**src/rtl/lzss_compress.sv**
```systemverilog
`default_nettype none
// +----------------------------------------------------------------------------+
// | lzss_compress : byte-serial LZSS encoder (literal / MARKER,len,off tokens)  |
// | Optional: LZSS_COMPRESS_STATS_EN adds stat_in_bytes / stat_out_bytes.       |
// | Revision: 1.0                                                               |
// +----------------------------------------------------------------------------+
module lzss_compress #(
  parameter logic [7:0] MARKER    = 8'h7E,
  parameter int         WIN_DEPTH = 255,
  parameter int         MAX_LEN   = 16,
  parameter int         MIN_LEN   = 4
) (
  input  logic        clk,
  input  logic        rst,
  input  logic [7:0]  in_data,
  input  logic        in_valid,
  input  logic        in_last,
  output logic        in_ready,
  output logic [7:0]  out_data,
  output logic        out_valid,
  output logic        out_last,
  input  logic        out_ready,
`ifdef LZSS_COMPRESS_STATS_EN
  output logic        busy,
  output logic [31:0] stat_in_bytes,
  output logic [31:0] stat_out_bytes
`else
  output logic        busy
`endif
);

  localparam int         LW    = (MAX_LEN > 1) ? $clog2(MAX_LEN) : 1;
  localparam logic [7:0] c_win = 8'(WIN_DEPTH);
  localparam logic [7:0] c_max = 8'(MAX_LEN);
  localparam logic [7:0] c_min = 8'(MIN_LEN);

  typedef enum logic [2:0] {
    S_HDR    = 3'd0,
    S_FILL   = 3'd1,
    S_SEARCH = 3'd2,
    S_EMIT   = 3'd3,
    S_SEND   = 3'd4,
    S_SHIFT  = 3'd5
  } state_t;

  state_t     r_state;
  logic [7:0] r_hist [0:255];
  logic [7:0] r_la   [0:MAX_LEN-1];
  logic [7:0] r_wr_ptr, r_hist_cnt, r_la_cnt;
  logic       r_last_seen, r_final;
  logic [7:0] r_off, r_k, r_best_len, r_best_off, r_cons, r_b1, r_b2;
  logic [1:0] r_nbeats, r_beat;

  logic       w_in_fire, w_out_fire, w_eq, w_tok, w_fin;
  logic [7:0] w_omax, w_lim, w_hidx, w_cons;

  assign w_in_fire  = in_valid & in_ready;
  assign w_out_fire = out_valid & out_ready;
  assign w_omax     = (r_hist_cnt < c_win) ? r_hist_cnt : c_win;
  assign w_lim      = (r_off < r_la_cnt) ? r_off : r_la_cnt;
  assign w_hidx     = r_wr_ptr - r_off + r_k;
  assign w_eq       = (r_k < w_lim) && (r_hist[w_hidx] == r_la[r_k[LW-1:0]]);
  assign w_tok      = (r_best_len >= c_min);
  assign w_cons     = w_tok ? r_best_len : 8'd1;
  assign w_fin      = r_last_seen && (r_la_cnt == w_cons);

  // Storage arrays carry no reset; validity is tracked by the counters below.
  always_ff @(posedge clk) begin
    if (r_state == S_SHIFT) begin
      r_hist[r_wr_ptr] <= r_la[0];
      for (int i = 0; i < MAX_LEN - 1; i++) r_la[i] <= r_la[i+1];
    end else if (r_state == S_FILL && w_in_fire) begin
      r_la[r_la_cnt[LW-1:0]] <= in_data;
    end
  end

  always_ff @(posedge clk or posedge rst) begin
    if (rst) begin
      r_state     <= S_HDR;
      r_wr_ptr    <= '0;
      r_hist_cnt  <= '0;
      r_la_cnt    <= '0;
      r_last_seen <= 1'b0;
      r_final     <= 1'b0;
      r_off       <= '0;
      r_k         <= '0;
      r_best_len  <= '0;
      r_best_off  <= '0;
      r_cons      <= '0;
      r_b1        <= '0;
      r_b2        <= '0;
      r_nbeats    <= '0;
      r_beat      <= '0;
      in_ready    <= 1'b0;
      out_data    <= '0;
      out_valid   <= 1'b0;
      out_last    <= 1'b0;
      busy        <= 1'b0;
    end else begin
      case (r_state)
        S_HDR: begin
          if (!out_valid) begin
            out_data  <= MARKER;
            out_valid <= 1'b1;
          end else if (out_ready) begin
            out_valid <= 1'b0;
            in_ready  <= 1'b1;
            r_state   <= S_FILL;
          end
        end
        S_FILL: begin
          if (w_in_fire) begin
            r_la_cnt <= r_la_cnt + 8'd1;
            busy     <= 1'b1;
            if (in_last) r_last_seen <= 1'b1;
            if (in_last || (r_la_cnt + 8'd1 == c_max)) begin
              in_ready   <= 1'b0;
              r_state    <= S_SEARCH;
              r_off      <= 8'd1;
              r_k        <= '0;
              r_best_len <= '0;
              r_best_off <= '0;
            end
          end
        end
        S_SEARCH: begin
          if (w_omax == 8'd0) begin
            r_state <= S_EMIT;
          end else if (w_eq) begin
            r_k <= r_k + 8'd1;
          end else begin
            if (r_k > r_best_len) begin
              r_best_len <= r_k;
              r_best_off <= r_off;
            end
            // r_k can only equal the lookahead count when the match is maximal.
            if (r_k == r_la_cnt || r_off == w_omax) begin
              r_state <= S_EMIT;
            end else begin
              r_off <= r_off + 8'd1;
              r_k   <= '0;
            end
          end
        end
        S_EMIT: begin
          r_cons    <= w_cons;
          r_final   <= w_fin;
          r_beat    <= '0;
          out_valid <= 1'b1;
          r_state   <= S_SEND;
          if (w_tok || r_la[0] == MARKER) begin
            out_data <= MARKER;
            r_b1     <= w_tok ? r_best_len : 8'd0;
            r_b2     <= w_tok ? r_best_off : 8'd0;
            r_nbeats <= 2'd3;
            out_last <= 1'b0;
          end else begin
            out_data <= r_la[0];
            r_nbeats <= 2'd1;
            out_last <= w_fin;
          end
        end
        S_SEND: begin
          if (w_out_fire) begin
            if (r_beat + 2'd1 == r_nbeats) begin
              out_valid <= 1'b0;
              out_last  <= 1'b0;
              if (out_last) busy <= 1'b0;
              r_state   <= S_SHIFT;
            end else begin
              r_beat   <= r_beat + 2'd1;
              out_data <= (r_beat == 2'd0) ? r_b1 : r_b2;
              out_last <= r_final && (r_beat == 2'd1);
            end
          end
        end
        S_SHIFT: begin
          r_wr_ptr <= r_wr_ptr + 8'd1;
          if (r_hist_cnt != 8'hFF) r_hist_cnt <= r_hist_cnt + 8'd1;
          r_la_cnt <= r_la_cnt - 8'd1;
          r_cons   <= r_cons - 8'd1;
          if (r_cons == 8'd1) begin
            if (!r_last_seen) begin
              in_ready <= 1'b1;
              r_state  <= S_FILL;
            end else if (r_la_cnt != 8'd1) begin
              r_state    <= S_SEARCH;
              r_off      <= 8'd1;
              r_k        <= '0;
              r_best_len <= '0;
              r_best_off <= '0;
            end else begin
              r_wr_ptr    <= '0;
              r_hist_cnt  <= '0;
              r_last_seen <= 1'b0;
              r_state     <= S_HDR;
            end
          end
        end
        default: r_state <= S_HDR;
      endcase
    end
  end

`ifdef LZSS_COMPRESS_STATS_EN
  // Counters restart on a stream's first input so the previous totals stay
  // readable; the already-sent header is credited at that restart.
  always_ff @(posedge clk or posedge rst) begin
    if (rst) begin
      stat_in_bytes  <= '0;
      stat_out_bytes <= '0;
    end else if (w_in_fire && !busy) begin
      stat_in_bytes  <= 32'd1;
      stat_out_bytes <= 32'd1;
    end else begin
      if (w_in_fire) stat_in_bytes <= stat_in_bytes + 32'd1;
      if (w_out_fire && r_state != S_HDR) stat_out_bytes <= stat_out_bytes + 32'd1;
    end
  end
`endif

endmodule
`default_nettype wire

```
**config.mk**
```make
export PLATFORM = sky130hd
export DESIGN_NAME = lzss_compress
export DESIGN_NICKNAME = d
export VERILOG_FILES = /design/src/rtl/lzss_compress.sv
export SDC_FILE = /design/constraint.sdc
export NUM_CORES = 2
export LEC_CHECK = 0
export CORE_MARGIN = 5
export CORE_UTILIZATION = 50
export DETAILED_ROUTE_END_ITERATION = 10
export HOLD_SLACK_MARGIN = 0.02
export PLACE_DENSITY = 0.68
export SYNTH_ARGS = -nofsm -noshare
export SYNTH_HDL_FRONTEND = slang
export SYNTH_SLANG_ARGS = --single-unit
```
**constraint.sdc**
```tcl
create_clock -name clk -period 6.1 [get_ports clk]
set_input_delay 0.915 -clock clk [delete_from_list [all_inputs] [get_ports clk]]
set_output_delay 0.915 -clock clk [all_outputs]
set_load 0.03 [all_outputs]
```
==> flow_summary.ini <==
[outcome]
status = finished clean

[clocking]
postCtsHoldBufs = 0
tritoncts = built
clock-sinks = 2277
clkSlewWorstSetupHoldPaths_ps = 70
clock_latency_ps = 880
root_buffer = clkbuf_16
cts_buffer_depth = 3
numCtsBuffers = 223
cts_max_level = 4

[route]
vias = 48900
drc = 0
vias_per_cell = 6.37
wire_per_inst_um = 31.3
postRouteAntennaNets = 0
dr.pass1.iters = 7
drt_iter0_drc = 6238
wl_mm = 241

[global_route]
grt_start_max_net_pins = 213
grt_pass1_wl_mm = 350
grt_overflow = 0
antenna_found_initial = 4
grt_use_total_pct = 24.9
grt_pass1_vias = 48900

[min_path]
hp-class = primary input to async pin

[timing]
setup_viol = 0
hold_violations = 0
timing.final.crit_share_pct = 98.8
drv_slew = 0
fin_worst_skew_ps = 55.9
tightest_slew_ps = 1320
max_freq_ghz = 0.166
min_period_ps = 6030
slew_headroom_pct = 12.0

[finish]
nets = 5083
drive_gt1_share_pct = 26.5
final_common_cell = edfxtp_1
area_growth_pct = 12.9
fillers = 13700
final_cell_mix = edfxtp_1 (2,176), mux4_2 (601), nor2_1 (345), nand2_1 (231), buf_4 (226)
post-route-util_pct = 56.7

[setup_path]
start_kind = flip-flop
reg2regPathDepth = 21
crit_family = buffers and inverters
path_buf_inv = 7
critical_path.max_fanout = 25
worst_path_most_repeated_cell = buf_4
crit_cells = 21
cpMaxStageDelayCell = fa_4
arrival_ps = 6800
cp.required_ps = 6880
cp-end-kind = flip-flop
cpPeakStageDelay_ps = 620
crit_type = flip-flop to flip-flop
crit_chain = inv_1, fa_1, fa_4, xnor2_4, buf_12, buf_12, mux4_2, mux2i_1, nor3_1, nor4b_2, nor4_1, buf_4, mux2i_1, a211oi_1, o2111ai_2, buf_4, nand2b_4, buf_4, buf_4, nand4_1, mux2i_1

[yosys]
synth_mux_area_share_pct = 17.1
synth-warning-count = 0
synthArstFlopShare_pct = 4.44
syn_area_per_cell_um2 = 19.4
postSynthNetCount = 4850
yosys.area_share.simple_pct = 4.18
yosys.area_share.adder_pct = 0.797
synth_xor_area_share_pct = 0.580
yosys_most_used_dff = edfxtp_1
synth_top_family_by_area = multiplexers
synth.distinct_cells = 85
netlist_instances = 4782
synth.cell_area_um2 = 93000
synth_seq_area_share_pct = 73.0
synth_seq_cells = 2277
synth_edf_count = 2176
synth_compound_area_share_pct = 2.66

[die]
fp.coreArea_um2 = 185000
io_pins = 25
start_util_pct = 50.2
die_w_um = 441
die_y_um = 441
row_count = 158
dieArea_um2 = 195000

[placed_design]
io_buffers = 24
gp_congestion = 0.927
dp_hpwl_mm = 152

[flow_run]
maxCapViolCount = 0
==> worst reg2reg max path, cell delays in order, from the launching register on <==
cell and delay (ps):
dfrtp_1 390, inv_1 130, fa_1 560, fa_4 620, xnor2_4 300, buf_12 220, buf_12 250, mux4_2 570
mux2i_1 210, nor3_1 100, nor4b_2 590, nor4_1 150, buf_4 190, mux2i_1 120, a211oi_1 290, o2111ai_2 240
buf_4 200, nand2b_4 160, buf_4 190, buf_4 160, nand4_1 100, mux2i_1 200
==> flip-flops by register name, summed over array words and instances (netlist names) <==
| name | flops |
|---|---|
| r_beat | 2 |
| r_k | 8 |
| r_hist | 2048 |
| r_best_len | 8 |
| r_nbeats | 2 |
| out_last | 1 |
| r_la | 128 |
| busy | 1 |
| r_best_off | 8 |
| r_b2 | 8 |
| r_state | 3 |
| r_off | 8 |
| out_data | 8 |
| r_cons | 8 |
| r_wr_ptr | 8 |
| in_ready | 1 |
| r_last_seen | 1 |
| r_b1 | 8 |
| r_hist_cnt | 8 |
| r_final | 1 |
| out_valid | 1 |
| r_la_cnt | 8 |
==> logic make-up (layout without fill, tap and decap cells) <==
family	Yosys count	in the layout
fa+ha+maj	55	55
other cells	0	7
buf+inv	349	759
mux	822	822
xor+xnor	59	59
simple gates	874	874
flops	2277	2277
compound gates	346	346
==> metal layers <==
| layer | global-route usage, % | part of all wire [%] |
|---|---|---|
| met1 | 34.4 | 39 |
| met2 | 39.2 | 48 |
| met3 | 6.27 | 9.5 |
| met4 | 8.26 | 3.8 |
| met5 | 0 | 0.032 |
==> per-stage QoR <==
step           setup TNS [ps]  setup WS, ps  area, um^2  hold WS (ps)  std cells
5_1_grt                  -265         -64.2      105000           482       7672
2_1_floorplan           -8340          -348       93000           441       4782
4_1_cts                     0          20.1      105000           428       7663
3_3_place_gp                0          93.8       97700           463       7261
6_report                    0          72.7      105000           459       7679
3_5_place_dp                0          67.4       97700           470       7261
==> what timing repair did <==
action                     4_1_cts  5_1_grt
gates resized for setup          0       22
setup endpoints to repair        0       32
buffers inserted                 0        9
==> worst paths after layout <==
| path | endpoint | slack, ps | from |
|---|---|---|---|
| setup / recovery | r_off[6]$_DFFE_PP0P_ | 70 | r_wr_ptr[1]$_DFFE_PP0P_ |
| setup reg to reg | r_off[6]$_DFFE_PP0P_ | 70 | r_wr_ptr[1]$_DFFE_PP0P_ |
| hold reg to reg | r_final$_DFFE_PP0P_ | 500 | r_final$_DFFE_PP0P_ |
| max in group asynchronous | r_k[3]$_DFFE_PP0P_ | 4440 | rst |
| min in group clk | r_final$_DFFE_PP0P_ | 500 | r_final$_DFFE_PP0P_ |
| hold / removal | r_off[7]$_DFFE_PP0P_ | 460 | rst |
==> synth_stat cells (9+ instances only) <==
cell          n  share of area (%)
edfxtp_1   2176                 70
mux4_2      601                 15
nor2_1      350                1.4
nand2_1     231               0.93
clkbuf_1    157               0.63
mux2_2      133                1.6
nand3_1     111               0.60
dfrtp_1     101                2.7
mux2i_1      88               0.95
buf_2        74               0.40
inv_1        61               0.25
a21oi_1      58               0.31
o21ai_0      58               0.31
ha_1         48               0.65
nand4_1      40               0.27
nor3_1       33               0.18
and3_1       30               0.20
xnor2_1      30               0.28
xor2_1       26               0.24
buf_1        25               0.10
buf_4        25               0.20
a31oi_1      23               0.15
a32o_1       17               0.18
nand2b_1     17               0.11
o22ai_1      15               0.10
a2111oi_0    14               0.13
a22oi_1      14               0.11
a22o_1       13               0.12
a211oi_1     12              0.097
o211ai_1     12              0.097
a32oi_1      11               0.10
a221oi_1     10              0.094
a311oi_1     10              0.094
and2_1       10              0.067
a21o_1        9              0.073
==> layout make-up <==
class	instances	area, um^2	share of cell area (%)
Sequential cell	2277	67900	64.6
Clock inverter	126	1210	1.15
Multi-Input combinational cell	2156	23900	22.7
Clock buffer	276	5820	5.54
Inverter	61	231	0.220
Timing Repair Buffer	296	2860	2.72
Tap cell	2480	3100	2.96
Antenna cell	7	17.5	0.0167
Power is not shown: default switching activity piles up to over one toggle a cycle in this logic, so the estimate is an artifact.
